### config.mk
export PLATFORM = sky130hd
export DESIGN_NAME = fpu_addsub_pipe
export DESIGN_NICKNAME = d
export VERILOG_FILES = /design/src/rtl/fpu_pkg.sv /design/src/rtl/fpu_lzc.sv /design/src/rtl/fpu_addsub_pipe.sv
export SDC_FILE = /design/constraint.sdc
export NUM_CORES = 1
export LEC_CHECK = 0
export CAP_MARGIN = 20
export CORE_MARGIN = 4
export CORE_UTILIZATION = 45
export CTS_CLUSTER_DIAMETER = 30
export DETAILED_ROUTE_END_ITERATION = 7
export SYNTH_ARGS = -nofsm -noshare
export SYNTH_HDL_FRONTEND = slang
export SYNTH_SLANG_ARGS = --single-unit
### constraint.sdc
create_clock -name clk -period 12.35 [get_ports clk]
set_input_delay 1.8525 -clock clk [delete_from_list [all_inputs] [get_ports clk]]
set_output_delay 1.8525 -clock clk [all_outputs]
set_load 0.05 [all_outputs]
### src/rtl/fpu_pkg.sv
// Shared types and constants for the floating-point add/sub datapath.
package fpu_pkg;

    // Rounding-mode encodings seen on rnd_mode
    localparam logic RM_RNE = 1'b0;
    localparam logic RM_RTZ = 1'b1;

    // Widest formats the unpacked operand can carry
    localparam int FP_EXP_MAX = 16;
    localparam int FP_MAN_MAX = 64;
    localparam int FP_W_MAX   = 1 + FP_EXP_MAX + FP_MAN_MAX;

    // Unpacked operand; exp/mant are zero-extended from the configured widths
    typedef struct packed {
        logic                  sign;
        logic [FP_EXP_MAX-1:0] exp;
        logic [FP_MAN_MAX-1:0] mant;
        logic                  is_zero;
        logic                  is_inf;
        logic                  is_nan;
    } fp_unpacked_t;

    // Canonical quiet NaN: +, all-ones exponent, mantissa MSB set, rest zero
    function automatic logic [FP_W_MAX-1:0] fp_qnan(input int exp_w, input int man_w);
        logic [FP_W_MAX-1:0] q;
        q = '0;
        for (int i = 0; i < FP_W_MAX; i++) begin
            if (i >= man_w && i < man_w + exp_w) q[i] = 1'b1;
        end
        q[man_w-1] = 1'b1;
        return q;
    endfunction

endpackage

### src/rtl/fpu_lzc.sv
// Parametrised leading-zero counter; an all-zero input reports WIDTH.
module fpu_lzc #(
    parameter int WIDTH = 27,
    parameter int CNT_W = $clog2(WIDTH + 1)
) (
    input  logic [WIDTH-1:0] vec,
    output logic [CNT_W-1:0] cnt
);

    // Scan upward so the highest set bit writes last and wins
    always_comb begin
        cnt = CNT_W'(WIDTH);
        for (int i = 0; i < WIDTH; i++) begin
            if (vec[i]) cnt = CNT_W'(WIDTH - 1 - i);
        end
    end

endmodule

### src/rtl/fpu_addsub_pipe.sv
// Three-stage IEEE-754 adder/subtractor: unpack/swap, align/add,
// normalise/round/pack. DAZ on inputs, FTZ on outputs, global stall.
module fpu_addsub_pipe import fpu_pkg::*; #(
    parameter  int EXP_W = 8,
    parameter  int MAN_W = 23,
    localparam int W     = EXP_W + MAN_W + 1
) (
    input  logic         clk,
    input  logic         rst,
    input  logic         in_valid,
    output logic         in_ready,
    input  logic [W-1:0] a,
    input  logic [W-1:0] b,
    input  logic         op_sub,
    input  logic         rnd_mode,
    output logic         out_valid,
    input  logic         out_ready,
    output logic [W-1:0] result,
    output logic         overflow,
    output logic         underflow,
    output logic         inexact,
    output logic         invalid
);

    localparam int STAGES = 3;
    localparam int XW     = MAN_W + 4;            // hidden + mantissa + G/R/S
    localparam int SW     = MAN_W + 5;            // XW plus carry-out
    localparam int EW2    = EXP_W + 2;            // signed exponent headroom
    localparam int LZW    = $clog2(XW + 1);

    localparam logic [W-1:0]            QNAN      = W'(fp_qnan(EXP_W, MAN_W));
    localparam logic [EXP_W-1:0]        EXP_ONES  = '1;
    localparam logic [EXP_W-1:0]        EXP_MAXF  = {{(EXP_W-1){1'b1}}, 1'b0};
    localparam logic [EXP_W-1:0]        SH_MAX    = EXP_W'(MAN_W + 3);
    localparam logic signed [EW2-1:0]   E_OVF     = EW2'((1 << EXP_W) - 1);
    localparam logic signed [EW2-1:0]   E_MIN     = EW2'(1);

    typedef struct packed {
        logic             sign;
        logic [EXP_W-1:0] exp;
        logic [MAN_W:0]   man_big;
        logic [MAN_W:0]   man_small;
        logic [EXP_W-1:0] diff;
        logic             eff_sub;
        logic             rm;
        logic             nan;
        logic             inf;
        logic             zero;
    } s1_t;

    typedef struct packed {
        logic             sign;
        logic [EXP_W-1:0] exp;
        logic [SW-1:0]    sum;
        logic             rm;
        logic             nan;
        logic             inf;
        logic             zero;
    } s2_t;

    logic [STAGES:1] vld_pipe;
    logic            advance;
    logic            accept;
    s1_t             s1_d, s1_q;
    s2_t             s2_d, s2_q;
    logic            ovf_q, unf_q, inx_q, inv_q;

    assign out_valid = vld_pipe[STAGES];
    assign advance   = ~vld_pipe[STAGES] | out_ready;
    assign in_ready  = advance & ~rst;
    assign accept    = in_valid & in_ready;

    assign overflow  = vld_pipe[STAGES] & ovf_q;
    assign underflow = vld_pipe[STAGES] & unf_q;
    assign inexact   = vld_pipe[STAGES] & inx_q;
    assign invalid   = vld_pipe[STAGES] & inv_q;

    // Denormals collapse to signed zero here, so no later stage sees them
    function automatic fp_unpacked_t unpack(input logic [W-1:0] x, input logic flip);
        fp_unpacked_t     u;
        logic [EXP_W-1:0] e;
        logic [MAN_W-1:0] m;
        e         = x[W-2:MAN_W];
        m         = x[MAN_W-1:0];
        u.sign    = x[W-1] ^ flip;
        u.exp     = FP_EXP_MAX'(e);
        u.is_zero = (e == '0);
        u.mant    = u.is_zero ? '0 : FP_MAN_MAX'(m);
        u.is_inf  = (e == EXP_ONES) && (m == '0);
        u.is_nan  = (e == EXP_ONES) && (m != '0);
        return u;
    endfunction

    // ---------------- stage 1: unpack, classify, order by magnitude
    fp_unpacked_t ua, ub;
    logic         swap;

    // Put the larger magnitude in the "big" slot so stage 2 never goes negative
    always_comb begin
        ua   = unpack(a, 1'b0);
        ub   = unpack(b, op_sub);
        swap = {ub.exp, ub.mant} > {ua.exp, ua.mant};
        s1_d.exp       = swap ? ub.exp[EXP_W-1:0] : ua.exp[EXP_W-1:0];
        s1_d.man_big   = swap ? {~ub.is_zero, ub.mant[MAN_W-1:0]}
                              : {~ua.is_zero, ua.mant[MAN_W-1:0]};
        s1_d.man_small = swap ? {~ua.is_zero, ua.mant[MAN_W-1:0]}
                              : {~ub.is_zero, ub.mant[MAN_W-1:0]};
        s1_d.diff      = swap ? ub.exp[EXP_W-1:0] - ua.exp[EXP_W-1:0]
                              : ua.exp[EXP_W-1:0] - ub.exp[EXP_W-1:0];
        s1_d.eff_sub   = ua.sign ^ ub.sign;
        s1_d.zero      = ua.is_zero & ub.is_zero;
        // zero+zero is only negative when both are -0
        s1_d.sign      = s1_d.zero ? (ua.sign & ub.sign) : (swap ? ub.sign : ua.sign);
        s1_d.nan       = ua.is_nan | ub.is_nan | (ua.is_inf & ub.is_inf & s1_d.eff_sub);
        s1_d.inf       = ua.is_inf | ub.is_inf;
        s1_d.rm        = rnd_mode;
    end

    // ---------------- stage 2: align the smaller operand, add or subtract
    logic [XW-1:0]   small_ext, aligned;
    logic [2*XW-1:0] sh;

    // Bits shifted past the sticky position are ORed into it
    always_comb begin
        small_ext = {s1_q.man_small, 3'b000};
        sh        = {small_ext, {XW{1'b0}}} >> s1_q.diff;
        if (s1_q.diff >= SH_MAX)
            aligned = {{(XW-1){1'b0}}, |small_ext};
        else
            aligned = sh[2*XW-1:XW] | {{(XW-1){1'b0}}, |sh[XW-1:0]};
        s2_d.sum  = s1_q.eff_sub ? ({1'b0, s1_q.man_big, 3'b000} - {1'b0, aligned})
                                 : ({1'b0, s1_q.man_big, 3'b000} + {1'b0, aligned});
        s2_d.sign = s1_q.sign;
        s2_d.exp  = s1_q.exp;
        s2_d.rm   = s1_q.rm;
        s2_d.nan  = s1_q.nan;
        s2_d.inf  = s1_q.inf;
        s2_d.zero = s1_q.zero;
    end

    // ---------------- stage 3: normalise, round, pack
    logic [LZW-1:0]          lz;
    logic [XW-1:0]           norm;
    logic [MAN_W:0]          keep;
    logic [2:0]              grs;
    logic                    up, rc;
    logic [MAN_W+1:0]        rnd;
    logic [MAN_W-1:0]        frac;
    logic signed [EW2-1:0]   e_pre, e_fin;
    logic [W-1:0]            res_d;
    logic                    ovf_d, unf_d, inx_d, inv_d;

    fpu_lzc #(.WIDTH(XW), .CNT_W(LZW)) u_lzc (
        .vec (s2_q.sum[XW-1:0]),
        .cnt (lz)
    );

    // Carry-out takes a 1-bit right shift; otherwise shift left by the LZ count
    always_comb begin
        if (s2_q.sum[SW-1]) begin
            norm  = {s2_q.sum[SW-1:2], s2_q.sum[1] | s2_q.sum[0]};
            e_pre = EW2'(s2_q.exp) + EW2'(1);
        end else begin
            norm  = s2_q.sum[XW-1:0] << lz;
            e_pre = EW2'(s2_q.exp) - EW2'(lz);
        end
        keep  = norm[XW-1:3];
        grs   = norm[2:0];
        up    = (s2_q.rm == RM_RNE) & grs[2] & (grs[1] | grs[0] | keep[0]);
        rnd   = {1'b0, keep} + (MAN_W+2)'(up);
        rc    = rnd[MAN_W+1];
        frac  = rc ? rnd[MAN_W:1] : rnd[MAN_W-1:0];
        e_fin = e_pre + EW2'(rc);

        res_d = {s2_q.sign, e_fin[EXP_W-1:0], frac};
        ovf_d = 1'b0;
        unf_d = 1'b0;
        inx_d = |grs;
        inv_d = 1'b0;

        if (s2_q.nan) begin
            res_d = QNAN;
            inx_d = 1'b0;
            inv_d = 1'b1;
        end else if (s2_q.inf) begin
            res_d = {s2_q.sign, EXP_ONES, {MAN_W{1'b0}}};
            inx_d = 1'b0;
        end else if (s2_q.zero) begin
            res_d = {s2_q.sign, {(W-1){1'b0}}};
            inx_d = 1'b0;
        end else if (s2_q.sum == '0) begin
            // exact cancellation is +0 in both supported modes
            res_d = '0;
            inx_d = 1'b0;
        end else if (e_fin >= E_OVF) begin
            res_d = (s2_q.rm == RM_RNE) ? {s2_q.sign, EXP_ONES, {MAN_W{1'b0}}}
                                        : {s2_q.sign, EXP_MAXF, {MAN_W{1'b1}}};
            ovf_d = 1'b1;
            inx_d = 1'b1;
        end else if (e_fin < E_MIN) begin
            res_d = {s2_q.sign, {(W-1){1'b0}}};
            unf_d = 1'b1;
            inx_d = 1'b1;
        end
    end

    // Valid shift register and stage registers; everything freezes on stall
    always_ff @(posedge clk or posedge rst) begin
        if (rst) begin
            vld_pipe <= '0;
            s1_q     <= '0;
            s2_q     <= '0;
            result   <= '0;
            ovf_q    <= 1'b0;
            unf_q    <= 1'b0;
            inx_q    <= 1'b0;
            inv_q    <= 1'b0;
        end else if (advance) begin
            vld_pipe <= {vld_pipe[STAGES-1:1], accept};
            s1_q     <= s1_d;
            s2_q     <= s2_d;
            result   <= res_d;
            ovf_q    <= ovf_d;
            unf_q    <= unf_d;
            inx_q    <= inx_d;
            inv_q    <= inv_d;
        end
    end

endmodule

[Word level (Yosys, flattened, before mapping)]
Cells that the tools add are included.
Widths: inputs -> output; s select.
Cells by class
  add/subtract/negate cells: 8
  magnitude comparators: 4
  equal/unequal tests: 2
  shift-type cells: 2
  muxes and demuxes: 65
  bitwise operators: 27
  reduce and logical (&&, ||, !) cells: 14
Operators by type and width (count)
  $mux 32: 4
  $mux 5: 16
  $gt 72x72->1: 1
  $mux 24: 3
  $mux 23: 3
  $mux 31: 2
  $mux 27: 2
  $shr 54x8->54: 1
  $logic_not 23->1: 2
  $reduce_bool 23->1: 2
  $mux 4: 8
  $add 27x27->28: 1
  $logic_not 28->1: 1
  $mux 28: 1
  $sub 27x27->28: 1
  $or 27x1->27: 1
  $reduce_or 27->1: 1
  $shl 27x5->27: 1
  $add 24x1->25: 1
  $reduce_or 24->1: 1
  $mux 1: 21
  $eq 8x8->1 const B: 2
  $logic_not 8->1: 2
  $mux 8: 2
  15 further kinds: 42
Storage, ports and cells
  flip-flop bits (word level): 150
  input bits: 70
  output and inout port bits: 38
  word-level logic and storage cells: 145

[Logic depth before layout (Yosys ltp)]
  depth after elaboration: 41
  depth in mapped cells: 28
  mapped depth without buffers: 24

[Cells and area by module]
A second synthesis with hierarchy kept.
Second synthesis, totals
  cell total of the unflattened synthesis: 2090
  area, all modules: 16186.8 um^2
By module, submodules not included
  fpu_addsub_pipe: times used 1, cells each 2039, area each 15909.0 um^2, sequential area each 3753.6 um^2
  fpu_lzc: times used 1, cells each 51, area each 277.8 um^2, sequential area each 0.0 um^2

[Worst setup path before layout]
OpenSTA, ideal clock, no wires.
  path type: register to register
  start: register s2_q[20] (netlist name)
  end: register result[11]
  library setup time: 0.126 ns
  arrival: 5.570 ns
  required time: 12.224 ns
  setup slack: 6.654 ns
  stages on the path, launching flop included: 28
  buffers on the path: 4
  clock period less this slack: 5.696 ns
  cell sequence: dfrtp_1 > buf_4 > nor4_1 > o21ai_1 > nor3_2 > a21oi_4 > inv_4 > buf_6 > buf_2 > a211oi_1 > o32ai_1 > and2_1 > ha_1 > nand2_1 > a211o_2 > nor2_2 > and3_1 > buf_6 > ha_1 > ha_1 > xnor2_1 > nor4b_1 > nand3b_1 > o32ai_2 > a21oi_1 > nand2_2 > nor2_4 > a221o_1
Between the ends
  word-level cells in the longest chain between the ends: 25
  elaborated cells between the ends (all ways): 31
  classes of those cells: add/sub: 3; order compare: 2; shift: 1; mux: 20; bitwise: 4; reduce/logical: 1
RTL lines
  start: declaration: line fpu_addsub_pipe.sv:65  | s2_t s2_d, s2_q;
  start signal: assignment: line fpu_addsub_pipe.sv:212  | s2_q <= '0;
  start signal: assignment: line fpu_addsub_pipe.sv:221  | s2_q <= s2_d;
  $mux 5 (11 in series): line fpu_lzc.sv:14  | if (vec[i]) cnt = CNT_W'(WIDTH - 1 - i);
  $shl 27x5->27: line fpu_addsub_pipe.sv:164  | norm = s2_q.sum[XW-1:0] << lz;
  $mux 27: line fpu_addsub_pipe.sv:160  | if (s2_q.sum[SW-1]) begin
  $or 1x1->1 (2 in series): line fpu_addsub_pipe.sv:169  | up = (s2_q.rm == RM_RNE) & grs[2] & (grs[1] | grs[0] | keep[0]);
  $and 1x1->1: line fpu_addsub_pipe.sv:169
  $add 24x1->25: line fpu_addsub_pipe.sv:170  | rnd = {1'b0, keep} + (MAN_W+2)'(up);
  $add 10x1->10: line fpu_addsub_pipe.sv:173  | e_fin = e_pre + EW2'(rc);
  $lt 10x2->1: line fpu_addsub_pipe.sv:200  | end else if (e_fin < E_MIN) begin
  $mux 31: line fpu_addsub_pipe.sv:200
  $mux 31: line fpu_addsub_pipe.sv:195  | end else if (e_fin >= E_OVF) begin
  $mux 32 *: line fpu_addsub_pipe.sv:191  | end else if (s2_q.sum == '0) begin
  $mux 32 *: line fpu_addsub_pipe.sv:188  | end else if (s2_q.zero) begin
  $mux 32 *: line fpu_addsub_pipe.sv:185  | end else if (s2_q.inf) begin
  $mux 32 *: line fpu_addsub_pipe.sv:181  | if (s2_q.nan) begin
  end signal: assignment: line fpu_addsub_pipe.sv:222  | result <= res_d;
  end: declaration: line fpu_addsub_pipe.sv:18  | output logic [W-1:0] result,
Mark *: on every way between the ends. The rest lies on a longest branch, timed or not.
A chain may end at the register's enable or synchronous reset.

[Worst setup path in the final report]
  start: register s2_q[30] (netlist name)
  end: register result[13]
Between the ends
  word-level cells in the longest chain between the ends: 15
  elaborated cells between the ends (all ways): 21
  classes of those cells: add/sub: 3; order compare: 2; shift: 1; mux: 10; bitwise: 4; reduce/logical: 1
RTL lines (line)
  $mux 5: fpu_lzc.sv:14
  $shl 27x5->27: fpu_addsub_pipe.sv:164
  $mux 27: fpu_addsub_pipe.sv:160
  $or 1x1->1 (2 in series): fpu_addsub_pipe.sv:169
  $and 1x1->1: fpu_addsub_pipe.sv:169
  $add 24x1->25: fpu_addsub_pipe.sv:170
  $add 10x1->10: fpu_addsub_pipe.sv:173
  $lt 10x2->1: fpu_addsub_pipe.sv:200
  $mux 31: fpu_addsub_pipe.sv:200
  $mux 31: fpu_addsub_pipe.sv:195
  $mux 32 *: fpu_addsub_pipe.sv:191
  $mux 32 *: fpu_addsub_pipe.sv:188
  $mux 32 *: fpu_addsub_pipe.sv:185
  $mux 32 *: fpu_addsub_pipe.sv:181
Marked as above.

==> impl_results.md <==
* Status: complete, no violations
* Hold WC Path Type: reg2reg
* Clock slew at reported path FFs at around 0.080 ns
* Synthesized area at between 0.015 and 0.02 mm2
* H-tree Lvls at 4
* Yosys reg bits at 150
* Pre-CTS WS at approximately 5 ns
* WHS Path Cells at 2
* Worst path arrival time at approximately 8 ns
* End of the worst hold path: vld_pipe[2]$_DFFE_PP0N_
* Footprint of the multi-input gates at 0.0114 mm2
* Seq/Total Area, Yosys at between 20 and 25%
* Grt total ovfl at 0
* Net Sw Power at between 2000 and 2500 uW
* Worst reg2reg path depth at 22
* Clock power frac at 13.2%
* Post-synthesis cell type count at between 100 and 150
* Layout cell share with drive strength beyond 1 at 6.17%
* Placeable Area at 0.0356 mm2
* First-pass GRT wire length at between 80000 and 90000 um
* Worst r2r src: s2_q[30]$_DFFE_PP0N_
* Sw Ratio at about 54%
* Worst-Margin Slew at 1.07 ns
* Post-synth EDFFs at 0
* Post-CTS Resized at 0
* Area Growth Syn to Fin at 10.9%
* CTS tree: built
* Initial antenna violation count at 1
* Post-synthesis cell count at ~2.2k
* First-pass iteration count of the detailed router at 7
* FMAX at approximately 130 MHz
* Leak pwr at approximately 0.0075 uW
* Register area at roughly 0.0038 mm2
* Critical Path RT at approximately 13 ns
* Rows at around 70
* Post-CTS Setup Bufs at 0
* Slew headroom at roughly 29%
* CTS max path bufs at 2
* Critical path endpoint category: flip-flop
* Peak VDD IR at ~0.16 mV
* Nets at roughly 2.3k
* RSZ-0062 raised after global routing: false
* Placed Cells at approximately 2.6k
* Power density over cell area at 233 mW/mm2
* Vias in the first global route at ~16k
* Syn Nets at 2324
* All-Layer GR Usage at 27.7%
* Final worst slack at 4.64 ns
* Hpwl dp at between 40000 and 50000 um
* Remaining DRCs at 0
* Initial Util at about 46%
* Synth Flop Type: dfrtp_1
* Iter 0 DRT Violations at 1715
* Average size of a mapped cell at roughly 7.5 um2
* Chip Height at between 150 and 200 um
* Avg WL per Cell at approximately 21 um
* Clk_lat worst skew at roughly 0.45 ns
* Final TNS setup at 0 ns
* Overall routed net length at 55300 um
* Int Pwr at just under 2000 uW
* # Max-Cap Violations at 0
* IO Count at 108
* Tcrit/Tclk final at a little over three fifths
* Hold Vio Cnt, Final at 0
* Fin cells at 2619
* Die X-Extent at roughly 200 um
* Vias per cell at around 6.3
* Port buffer count at approximately 110
* Post-synth ARST share at 100%
* CP Launch Type: flip-flop
* Largest net degree at the start of global routing at between 100 and 150
* Slew Viols, Final at 0
* WS Path Type: reg2reg
* Die Area at just under 0.04 mm2
* CP Launch Point: s2_q[30]$_DFFE_PP0N_
* Num Clock Sinks at 150
* Fin util at between 50% and 60%
* ANT nets after route at 0
* Final setup fails at 0
* Vias at ~17k
* Post-CTS Hold Buffers at 0
* Final min period at about 7.7 ns
* Root buf cell: clkbuf_16
* Final Skew at approximately 0.015 ns
* Warnings, synthesis at 0
* Gpl congestion at about 1.0
* R2R Path End: result[13]$_DFFE_PP0N_
* Hold_sp: vld_pipe[2]$_DFFE_PP0N_
* Comb pwr share at between 60% and 70%
* Max FO, Critical Path at 36
* Reg2Reg Setup Slack at about 4.6 ns
* Fillers at around 3.5k
* Sequential cell fraction of total power at around 23%
* Total CTS buffers at 17
[routing by layer]
layer | track usage (%) | vias to the layer above | wire length [um]
met4 | 9.31 | 0 | 1650
met1 | 41.7 | 7882 | 25900
met2 | 40.6 | 697 | 23400
met3 | 4.12 | 126 | 4240
li1 | - | 7837 | -
met5 | 0 | - | 0
[how the worst max path moves through the flow]
| stage | endpoint | slack (ns) | cells after the start |
|---|---|---|---|
| global route | result[13]$_DFFE_PP0N_ | 4.06 | 22 |
| detailed placement | s1_q[69]$_DFFE_PP0N_ | 4.87 | 18 |
| CTS | result[13]$_DFFE_PP0N_ | 4.85 | 22 |
| floorplan | inv_q$_DFFE_PP0N_ | 6.44 | 1 |
| global placement | s1_q[69]$_DFFE_PP0N_ | 5.01 | 18 |
| finish | result[13]$_DFFE_PP0N_ | 4.64 | 22 |
[cells in the final DEF, fill, tap and decap left out, types with 17 or more instances in the layout]
cell,instances
nor2_1,196
nand3_1,43
a21o_1,27
a21oi_1,165
o21ai_0,154
a31oi_1,40
mux2i_1,74
clkbuf_16,17
nand2b_1,28
nor2b_1,42
nand4_1,28
nor3_1,59
inv_1,88
or3_1,20
buf_4,17
a221o_1,17
nand2_1,270
ha_1,99
dfrtp_1,149
a211oi_1,22
nor4_1,31
and2_1,38
o22ai_1,21
clkdlybuf4s50_1,107
o21a_1,23
xnor2_1,48
o211ai_1,20
[power groups by stage]
| stage | sequential [uW] | clock [uW] | combinational (uW) |
|---|---|---|---|
| 2_1_floorplan | 931 | 0 | 1880 |
| 3_3_place_gp | 953 | 0 | 2600 |
| 4_1_cts | 953 | 561 | 2610 |
| 6_report | 952 | 551 | 2680 |
| 5_1_grt | 978 | 582 | 2890 |
| 3_5_place_dp | 960 | 0 | 2590 |
[critical path, cell delays in order, from the launching register on]
cell and delay (ns):
dfrtp_1 0.71, nor2_1 0.11, o211ai_1 0.15, o31a_1 0.37
nand2_2 0.50, inv_2 0.76, a21oi_1 0.15, o32ai_1 0.54
and2_1 0.21, ha_1 0.20, nand2_1 0.11, a211o_2 0.37
nor2_2 0.24, and3_1 0.39, ha_1 0.32, ha_1 0.25
xnor2_1 0.13, nor4b_1 0.39, nand3b_1 0.14, o32ai_2 0.56
and3_1 0.78, a21oi_1 0.08, o41ai_1 0.10
[kinds of logic after synthesis]
| group | Yosys count | synth area share (%) |
|---|---|---|
| buffers and inverters | 248 | 6.44 |
| and+or+nand+nor | 817 | 24.6 |
| DFF | 150 | 23.1 |
| adders and majority gates | 103 | 8.13 |
| xor gates and xnor gates | 64 | 3.46 |
| AOI/OAI and AO/OA | 675 | 27.6 |
| muxes | 94 | 6.62 |
[cell type report]
type                            count  share of cell area [%]
Clock inverter                     15                    1.09
Antenna cell                        1                  0.0139
Timing Repair Buffer              125                    6.78
Multi-Input combinational cell   1753                    63.6
Sequential cell                   150                    20.9
Clock buffer                       17                    2.37
Tap cell                          461                    3.21
Inverter                           97                    2.09
[through the flow]
step	hold WS, ns	power (uW)	cell area (um2)
global placement	0.443	3550	17300
global route	0.484	4450	18000
detailed placement	0.447	3550	17300
floorplan	0.430	2810	16200
finish	0.461	4180	18000
CTS	0.464	4120	18000
[synthesized netlist by cell type (12+ instances only)]
cell type  count  area, um2
xnor2_1       48        420
a31oi_1       40        250
buf_2         33        165
mux2i_1       74        741
nor2b_1       43        269
a21oi_1      165        826
a21o_1        27        203
nand2_1      270       1010
ha_1          99       1240
a211oi_1      22        165
a22oi_1       15        113
o22ai_1       21        131
nor3_1        59        295
o21a_1        23        173
a221o_1       17        170
nand4_1       28        175
or3_1         20        125
nor2_1       196        736
nor4_1        31        194
and2_1        38        238
nand2b_1      29        181
o211ai_1      20        150
clkbuf_1      95        357
nand3_1       43        215
a221oi_1      12        105
xor2_1        16        140
o221ai_1      14        123
o31ai_1       16        120
o21ai_0      154        771
and3_1        13       81.3
dfrtp_1      150       3750
inv_1         89        334
[flip-flops by register name (all words and copies together), names as in the netlist]
| signal | flops |
|---|---|
| s1_q | 70 |
| unf_q | 1 |
| ovf_q | 1 |
| inx_q | 1 |
| s2_q | 41 |
| inv_q | 1 |
| vld_pipe | 3 |
| result | 32 |
(Power assumes the default switching activity.)
